### config.mk
export PLATFORM = sky130hd
export DESIGN_NAME = text_normalizer
export DESIGN_NICKNAME = d
export VERILOG_FILES = /design/src/rtl/text_normalizer.sv
export SDC_FILE = /design/constraint.sdc
export NUM_CORES = 1
export LEC_CHECK = 0
export CORE_ASPECT_RATIO = 0.8
export CORE_MARGIN = 5
export CORE_UTILIZATION = 25
export CTS_CLUSTER_DIAMETER = 60
export CTS_CLUSTER_SIZE = 16
export DETAILED_ROUTE_END_ITERATION = 8
export SLEW_MARGIN = 40
export SYNTH_ARGS = -nofsm -noshare
export SYNTH_HDL_FRONTEND = slang
export SYNTH_SLANG_ARGS = --single-unit
### constraint.sdc
create_clock -name clk -period 1.89 [get_ports clk]
set_input_delay 0.378 -clock clk [delete_from_list [all_inputs] [get_ports clk]]
set_output_delay 0.378 -clock clk [all_outputs]
set_load 0.02 [all_outputs]
### src/rtl/text_normalizer.sv
// ---------------------------------------------------------------------------
// text_normalizer
//   Converts a raw ASCII byte stream into the word-checker alphabet. Letters
//   are optionally lowercased. Each run of separators (whitespace and
//   , . ; :) becomes a single 0x20. Non-printable bytes are dropped and
//   counted. A 0x00 byte marks end of stream and emits a flagged
//   terminating space. Results are queued in a small FIFO for the consumer.
//
// Ports
//   clk        rising-edge clock
//   reset      asynchronous, active-high reset
//   in_data    raw input byte
//   in_valid   in_data is valid
//   in_ready   stage can accept a byte (FIFO not full)
//   out_data   normalized byte at the FIFO head (0 when empty)
//   out_valid  out_data is valid
//   out_ready  consumer takes out_data this cycle
//   out_last   head byte is the end-of-stream space
//   drop_cnt   saturating count of dropped bytes
// ---------------------------------------------------------------------------
module text_normalizer #(
    parameter int DEPTH     = 2,
    parameter bit LOWERCASE = 1'b1,
    parameter int CNT_W     = 16
) (
    input  logic             clk,
    input  logic             reset,
    input  logic [7:0]       in_data,
    input  logic             in_valid,
    output logic             in_ready,
    output logic [7:0]       out_data,
    output logic             out_valid,
    input  logic             out_ready,
    output logic             out_last,
    output logic [CNT_W-1:0] drop_cnt
);

    localparam int AW = $clog2(DEPTH);
    localparam logic [AW:0]      PTR_ONE = 1;
    localparam logic [CNT_W-1:0] CNT_ONE = 1;

    typedef enum logic {
        ST_SEP  = 1'b0,
        ST_WORD = 1'b1
    } state_t;

    state_t           r_state;
    state_t           w_state_nxt;
    logic [AW:0]      r_wr_ptr;
    logic [AW:0]      r_rd_ptr;
    logic [8:0]       r_mem [DEPTH];
    logic [CNT_W-1:0] r_drop_cnt;

    logic       w_full;
    logic       w_empty;
    logic       w_accept;
    logic       w_pop;
    logic       w_is_eos;
    logic       w_is_sep;
    logic       w_is_drop;
    logic       w_push;
    logic [7:0] w_push_data;
    logic       w_push_last;
    logic       w_drop;
    logic [8:0] w_head;

    // Full/empty come from registered pointers only, so in_ready never
    // depends combinationally on out_ready.
    assign w_full   = (r_wr_ptr[AW] != r_rd_ptr[AW]) &&
                      (r_wr_ptr[AW-1:0] == r_rd_ptr[AW-1:0]);
    assign w_empty  = (r_wr_ptr == r_rd_ptr);
    assign w_accept = in_valid & ~w_full;
    assign w_pop    = ~w_empty & out_ready;

    assign w_is_eos  = (in_data == 8'h00);
    assign w_is_sep  = (in_data == 8'h20) || (in_data == 8'h09) ||
                       (in_data == 8'h0A) || (in_data == 8'h0D) ||
                       (in_data == 8'h2C) || (in_data == 8'h2E) ||
                       (in_data == 8'h3B) || (in_data == 8'h3A);
    // Tabs, LF and CR are below 0x20 but are separators, not drops.
    assign w_is_drop = ~w_is_eos && ~w_is_sep &&
                       ((in_data < 8'h20) || (in_data >= 8'h7F));

    always_ff @(posedge clk or posedge reset) begin
        if (reset) begin
            r_state <= ST_SEP;
        end else begin
            r_state <= w_state_nxt;
        end
    end

    always_comb begin
        w_state_nxt = r_state;
        w_push      = 1'b0;
        w_push_data = in_data;
        w_push_last = 1'b0;
        w_drop      = 1'b0;
        if (w_accept) begin
            if (w_is_eos) begin
                w_push      = 1'b1;
                w_push_data = 8'h20;
                w_push_last = 1'b1;
                w_state_nxt = ST_SEP;
            end else if (w_is_drop) begin
                w_drop = 1'b1;
            end else if (w_is_sep) begin
                // Only the first separator after a word produces a space.
                w_push      = (r_state == ST_WORD);
                w_push_data = 8'h20;
                w_state_nxt = ST_SEP;
            end else begin
                w_push = 1'b1;
                if (LOWERCASE && (in_data >= 8'h41) && (in_data <= 8'h5A)) begin
                    w_push_data = in_data + 8'h20;
                end
                w_state_nxt = ST_WORD;
            end
        end
    end

    always_ff @(posedge clk or posedge reset) begin
        if (reset) begin
            r_wr_ptr   <= '0;
            r_rd_ptr   <= '0;
            r_drop_cnt <= '0;
        end else begin
            if (w_push) begin
                r_wr_ptr <= r_wr_ptr + PTR_ONE;
            end
            if (w_pop) begin
                r_rd_ptr <= r_rd_ptr + PTR_ONE;
            end
            if (w_drop && (r_drop_cnt != {CNT_W{1'b1}})) begin
                r_drop_cnt <= r_drop_cnt + CNT_ONE;
            end
        end
    end

    // Storage carries no reset; validity is tracked by the pointers alone.
    always_ff @(posedge clk) begin
        if (w_push) begin
            r_mem[r_wr_ptr[AW-1:0]] <= {w_push_last, w_push_data};
        end
    end

    assign w_head    = r_mem[r_rd_ptr[AW-1:0]];
    assign in_ready  = ~w_full;
    assign out_valid = ~w_empty;
    assign out_data  = w_empty ? 8'h00 : w_head[7:0];
    assign out_last  = w_empty ? 1'b0  : w_head[8];
    assign drop_cnt  = r_drop_cnt;

endmodule

# == Yosys cells after proc, flatten, opt, wreduce, memory -nomap -nowiden ==
# Memory sizes are Yosys's and may differ from the RTL's.
# Cells that the tools add are included.
# classes
order_cmp,4
eq_ne,13
n_mux,21
reduce_logical,15
n_shift,0
n_div,0
bitwise_logic,6
mul,0
addsub,4
# op_table
op,n
8-bit two-way mux,6
8-bit by 6-bit == test with 1-bit output (second input constant),5
8-bit by 4-bit == test with 1-bit output (second input constant),3
16-bit by 1-bit adder with 16-bit output (second input constant),1
8-bit by 7-bit >= comparator with 1-bit output (second input constant),2
16-bit inequality test (second input constant),1
1-bit two-way mux,15
8-bit by 6-bit adder with 8-bit output (second input constant),1
8-bit by 7-bit less-or-equal comparator with 1-bit output (second input constant),1
8-bit zero test,1
1-bit logical OR,8
8-bit by 6-bit < comparator with 1-bit output (second input constant),1
1-bit logical AND,5
2-bit by 1-bit adder with 2-bit output (second input constant),2
1-bit NOT,4
1-bit bitwise AND,2
2-bit == test,1
2-bit inequality test (second input constant),1
2-bit AND reduction,1
1-bit == test,1
1-bit inequality test,1
# word_totals
n_memories,1
mem_bits_rw,18
rom_bits,0
out_inout_bits,27
register_bits,21
latch_bits,0
# mem_list
name,depth,word_bits,read_ports,rd_clocked_by_memory_dff,write_ports,line,source
r_mem,2,9,1,0,1,51,logic [8:0] r_mem [DEPTH];

# == Depth between registers and ports, before layout ==
# Gate-level depths: netlist of the first run.
# logic_depth
ltp_word,16
ltp_mapped,7
mapped_depth_nobuf,7

# == Least setup slack after synthesis of the first run ==
# Ideal clock, no wire load.
# synth_path
path_type,input to register
startpoint,in in_data[2]
endpoint,"mem r_mem[0][0], enable pin"
t_arrival_ns,1.848
path_buffers,1
slack_ns,-0.295
setup_time_ns,0.337
path_stages,5
t_required_ns,1.553
cell_sequence,or4_1 -> and3_4 -> buf_6 -> a211oi_1 -> and2_1
# synth_between
elab_chain_len,16
word_cells_on_any_way,29
classes_between,order compare (2); eq/ne (8); mux (6); bitwise (2); reduce/logical (11)
# synth_lines
item,line,source
"start, declared",28,"input logic [7:0] in_data,"
8-bit by 6-bit == test with 1-bit output / 8-bit by 4-bit == test with 1-bit output (equally long branches),76,assign w_is_sep = (in_data == 8'h20) || (in_data == 8'h09) ||
1-bit logical OR (2 in series),76,
1-bit logical OR (2 in series),77,(in_data == 8'h0A) || (in_data == 8'h0D) ||
1-bit logical OR (2 in series),78,(in_data == 8'h2C) || (in_data == 8'h2E) ||
1-bit logical OR,79,(in_data == 8'h3B) || (in_data == 8'h3A);
1-bit NOT,81,assign w_is_drop = ~w_is_eos && ~w_is_sep &&
1-bit logical AND (2 in series),81,
1-bit two-way mux,104,end else if (w_is_drop) begin
1-bit two-way mux *,99,if (w_is_eos) begin
1-bit two-way mux *,98,if (w_accept) begin
1-bit two-way mux *,141,if (w_push) begin
1-bit two-way mux (implied by the code) *,142,"r_mem[r_wr_ptr[AW-1:0]] <= {w_push_last, w_push_data};"
"end, declared",51,
# Every way passes the cells marked *; elsewhere a longest branch is shown, timed or not.

# == Final worst setup path of the first run ==
# layout_path
startpoint,in in_data[0]
endpoint,"mem r_mem[1][5], enable pin"
# Same word-level chain as after synthesis.

==> qor.yml, run 1 <==
outcome: "complete, no violations"
cp_max_fo: 5
cts_buffer_depth: 2
cts_hold_buf: 0
startpoint_type: "input pin"
finalWirelength_microns: 5181
max_freq_mhz: 529.5
fin_worst_skew_ns: 0.005256
combPwrFrac: 0.554
worst_hold_slack_ns: 0.4168
via_per_inst: 4.554
synthesis.area_sq_um: 2039
path_delay_family: "compound AO/OA/AOI/OAI gates"
postRouteAntennaNets: 0
reg2reg_depth: 6
setup_viol: 0
grt_pass1_wl_microns: 8714
internal_power_mw: 2.373
die_x_microns: 111.0
critical_path_arrival_ns: 1.90
ys_seq_area_frac: 0.5227
criticalPathCategory: "input pin to register"
fin_crit_sh: 0.9992
dieHeight_microns: 90.79
pwr-share-clk: 0.146
synth_seq_cells: 39
grt_pass1_vias: 1730
finalHoldViolCount: 0
die_area_sq_um: 10080
power_density_nw_per_um2: 1262
clk_latency_ns: 0.29
p_switching_mw: 1.572
num_io_pins: 39
cts.sinks: 39
start_util: 0.2567
drt_iter0_drc: 143
tightest_slew_ns: 0.5434
cts_tree: "built"
power_leakage_nw: 1.284
core_sq_um: 7946
vias: 1726
globalplace.congestion: 0.7447
crit_buf_inv: 2
clockRootBuffer: "clkbuf_8"
seq_power_share: 0.300
syn_avg_cell_area_sq_um: 11.21
cp.depth: 6
drive_gt1_frac: 0.3727
numCtsBuffers: 5
fin_tns_setup_ns: 0
holdCritPathClass: "input pin to asynchronous set/reset pin"
area_growth_pct: 53.31
nNetsFinal: 285
crit_chain: "clkdlybuf4s15_2 -> nor3b_4 -> o2111ai_2 -> and3_4 -> a2111oi_4 -> buf_4"
drv_cap: 0
slowest_stage: "a2111oi_4"
rsz0062_at_grt: "true"
yosysUniqueCellTypes: 37
firstDrtPassIters: 4
antenna_found_initial: 0
worstSetupEndpointType: "register"
synth.net_count: 197
overflow: 0
portBuffers: 38
worstPathRequired_ns: 1.90
grt_max_degree: 22
h-tree-depth: 2
wire_per_inst_microns: 13.67
irDropWorstVdd_v: 0.0007225
drc: 0
rows: 29
slew_headroom: 0.6360
diodes: 0
track_usage: 0.1062
fin_crit_ns: 1.889
swShare: 0.3985
drv_slew: 0
netlist_instances: 182
dp_hpwl_microns: 3756
path_clk_slew_ns: 0.08
slowest_delay_ns: 0.43
ys_warn_count: 0
## sequential cells by signal, summed over array words and instances (netlist names)
register,count
r_mem,18
r_rd_ptr,2
r_state,1
drop_cnt,16
r_wr_ptr,2
## cells in the mapped netlist (all sizes together)
master,count,area (sq um)
a21boi,2,15.01
xnor2,21,183.9
a31oi,2,12.51
mux2i,9,90.09
and2b,1,7.510
a211oi,1,7.510
ha,3,37.54
nand2,2,7.510
xor2,3,26.28
nor4,3,18.77
a21oi,3,15.01
o21ai,2,10.00
and3,12,80.08
nand4,19,118.9
nand3,9,45.04
nor3b,1,7.510
dfrtp,21,525.5
nor3,4,25.02
inv,7,26.28
a22o,1,8.760
buf,1,11.26
nor2b,5,31.28
o2111ai,2,17.52
edfxtp,18,540.5
o221a,1,11.26
and2,2,12.51
nor2,17,63.81
mux2,1,11.26
o211ai,1,7.510
a2111oi,1,27.53
nand2b,2,12.51
or4,1,7.510
clkbuf,4,16.26
## placed cells by master (no fill, tap or decap), types with 4 or more instances in the layout
master	Yosys	layout
inv_1	7	7
buf_4	0	47
nand4_1	19	19
buf_2	0	4
xnor2_1	21	19
clkbuf_8	0	5
nor2_1	17	13
and3_1	11	11
edfxtp_1	18	18
nand3_1	9	8
clkdlybuf4s50_1	0	19
buf_6	1	10
nor2b_1	5	5
dfrtp_1	21	21
mux2i_1	9	9
## worst register-to-register path: stages (launching register included)
cell       delay (ns)
dfrtp_1          0.42
buf_4            0.16
xnor2_2          0.16
o21ai_2          0.08
buf_6            0.15
a2111oi_4        0.36
buf_4            0.22
## metrics by stage
stage               power (mW)  instance area, sq um  utilization  setup slack, ns  instances
global placement         3.260                  2845       0.3581          -0.5651        363
finish                   3.945                  3127       0.3935         0.001418        379
CTS                      3.805                  3015       0.3795         -0.03193        377
detailed placement       3.282                  2845       0.3581          -0.6223        363
floorplan                2.227                  2057            -          -0.2625        182
global route             4.188                  3127       0.3935         -0.05243        379
## logic make-up after synthesis
| logic type | count (synthesis) | synth area share |
|---|---|---|
| and+or+nand+nor | 78 | 0.2147 |
| DFF | 39 | 0.5227 |
| xor gates and xnor gates | 24 | 0.1031 |
| AOI/OAI and AO/OA | 16 | 0.06503 |
| buffers and inverters | 12 | 0.02638 |
| muxes | 10 | 0.04969 |
| adders and majority gates | 3 | 0.01841 |
## final cells by class
| class | instances | area (sq um) |
|---|---|---|
| Tap cell | 108 | 135.1 |
| Inverter | 7 | 26.28 |
| Clock buffer | 5 | 68.82 |
| Sequential cell | 39 | 1066 |
| Timing Repair Buffer | 85 | 721.9 |
| Multi-Input combinational cell | 132 | 1085 |
| Clock inverter | 3 | 23.77 |
| Fill cell | 761 | 4820 |
## routing by layer
| metal | vias to the layer above | GRT usage | wire [microns] |
|---|---|---|---|
| met4 | 0 | 0.03077 | 21 |
| met3 | 3 | 0.03416 | 231 |
| met1 | 841 | 0.1464 | 2547 |
| met5 | - | 0 | 0 |
| met2 | 38 | 0.1591 | 2380 |
| li1 | 844 | - | - |
## worst paths after layout
kind | from | end | slack (ns)
min reg2reg | drop_cnt[13] | drop_cnt[13] | 0.50
max | in_data[0] | r_mem[1][5] | 0.001
min in group clk | drop_cnt[13] | drop_cnt[13] | 0.50
max reg2reg | r_rd_ptr[1] | r_mem[1][5] | 0.05
max in group asynchronous | reset | r_rd_ptr[1] | 1.25
min | reset | drop_cnt[12] | 0.42
## power by group through the flow
stage | Combinational, mW | Clock [mW] | Sequential, mW
after floorplan | 0.967 | 0 | 1.26
after global placement | 2.08 | 0 | 1.18
after detailed placement | 2.10 | 0 | 1.18
after CTS | 2.04 | 0.595 | 1.17
after global routing | 2.35 | 0.629 | 1.21
final | 2.18 | 0.577 | 1.18
## timing repair
action | in CTS | in global routing
pin swaps | 8 | 9
setup endpoints to repair | 63 | 49
gates cloned | 2 | 0
resized for setup | 83 | 34
buffers inserted | 4 | 2
No activity file was read; power rests on OpenSTA's default activity.
==> inputs of run 2 (changes only) <==
--- a/config.mk
+++ b/config.mk
@@ -5,6 +5,7 @@
 export SDC_FILE = /design/constraint.sdc
 export NUM_CORES = 1
 export LEC_CHECK = 0
+export CAP_MARGIN = 20
 export CORE_ASPECT_RATIO = 0.8
 export CORE_MARGIN = 5
 export CORE_UTILIZATION = 25
==> results of run 2 <==
The final DEF is identical to that of run 1; final timing and power are the same.
==> inputs of run 3 (changes only) <==
--- a/config.mk
+++ b/config.mk
@@ -5,7 +5,7 @@
 export SDC_FILE = /design/constraint.sdc
 export NUM_CORES = 1
 export LEC_CHECK = 0
-export CAP_MARGIN = 20
+export CAP_MARGIN = 0
 export CORE_ASPECT_RATIO = 0.8
 export CORE_MARGIN = 5
 export CORE_UTILIZATION = 25
@@ -16,3 +16,4 @@
 export SYNTH_ARGS = -nofsm -noshare
 export SYNTH_HDL_FRONTEND = slang
 export SYNTH_SLANG_ARGS = --single-unit
+export TNS_END_PERCENT = 100
==> results of run 3 <==
The final DEF is identical to that of run 1; final timing and power are the same.
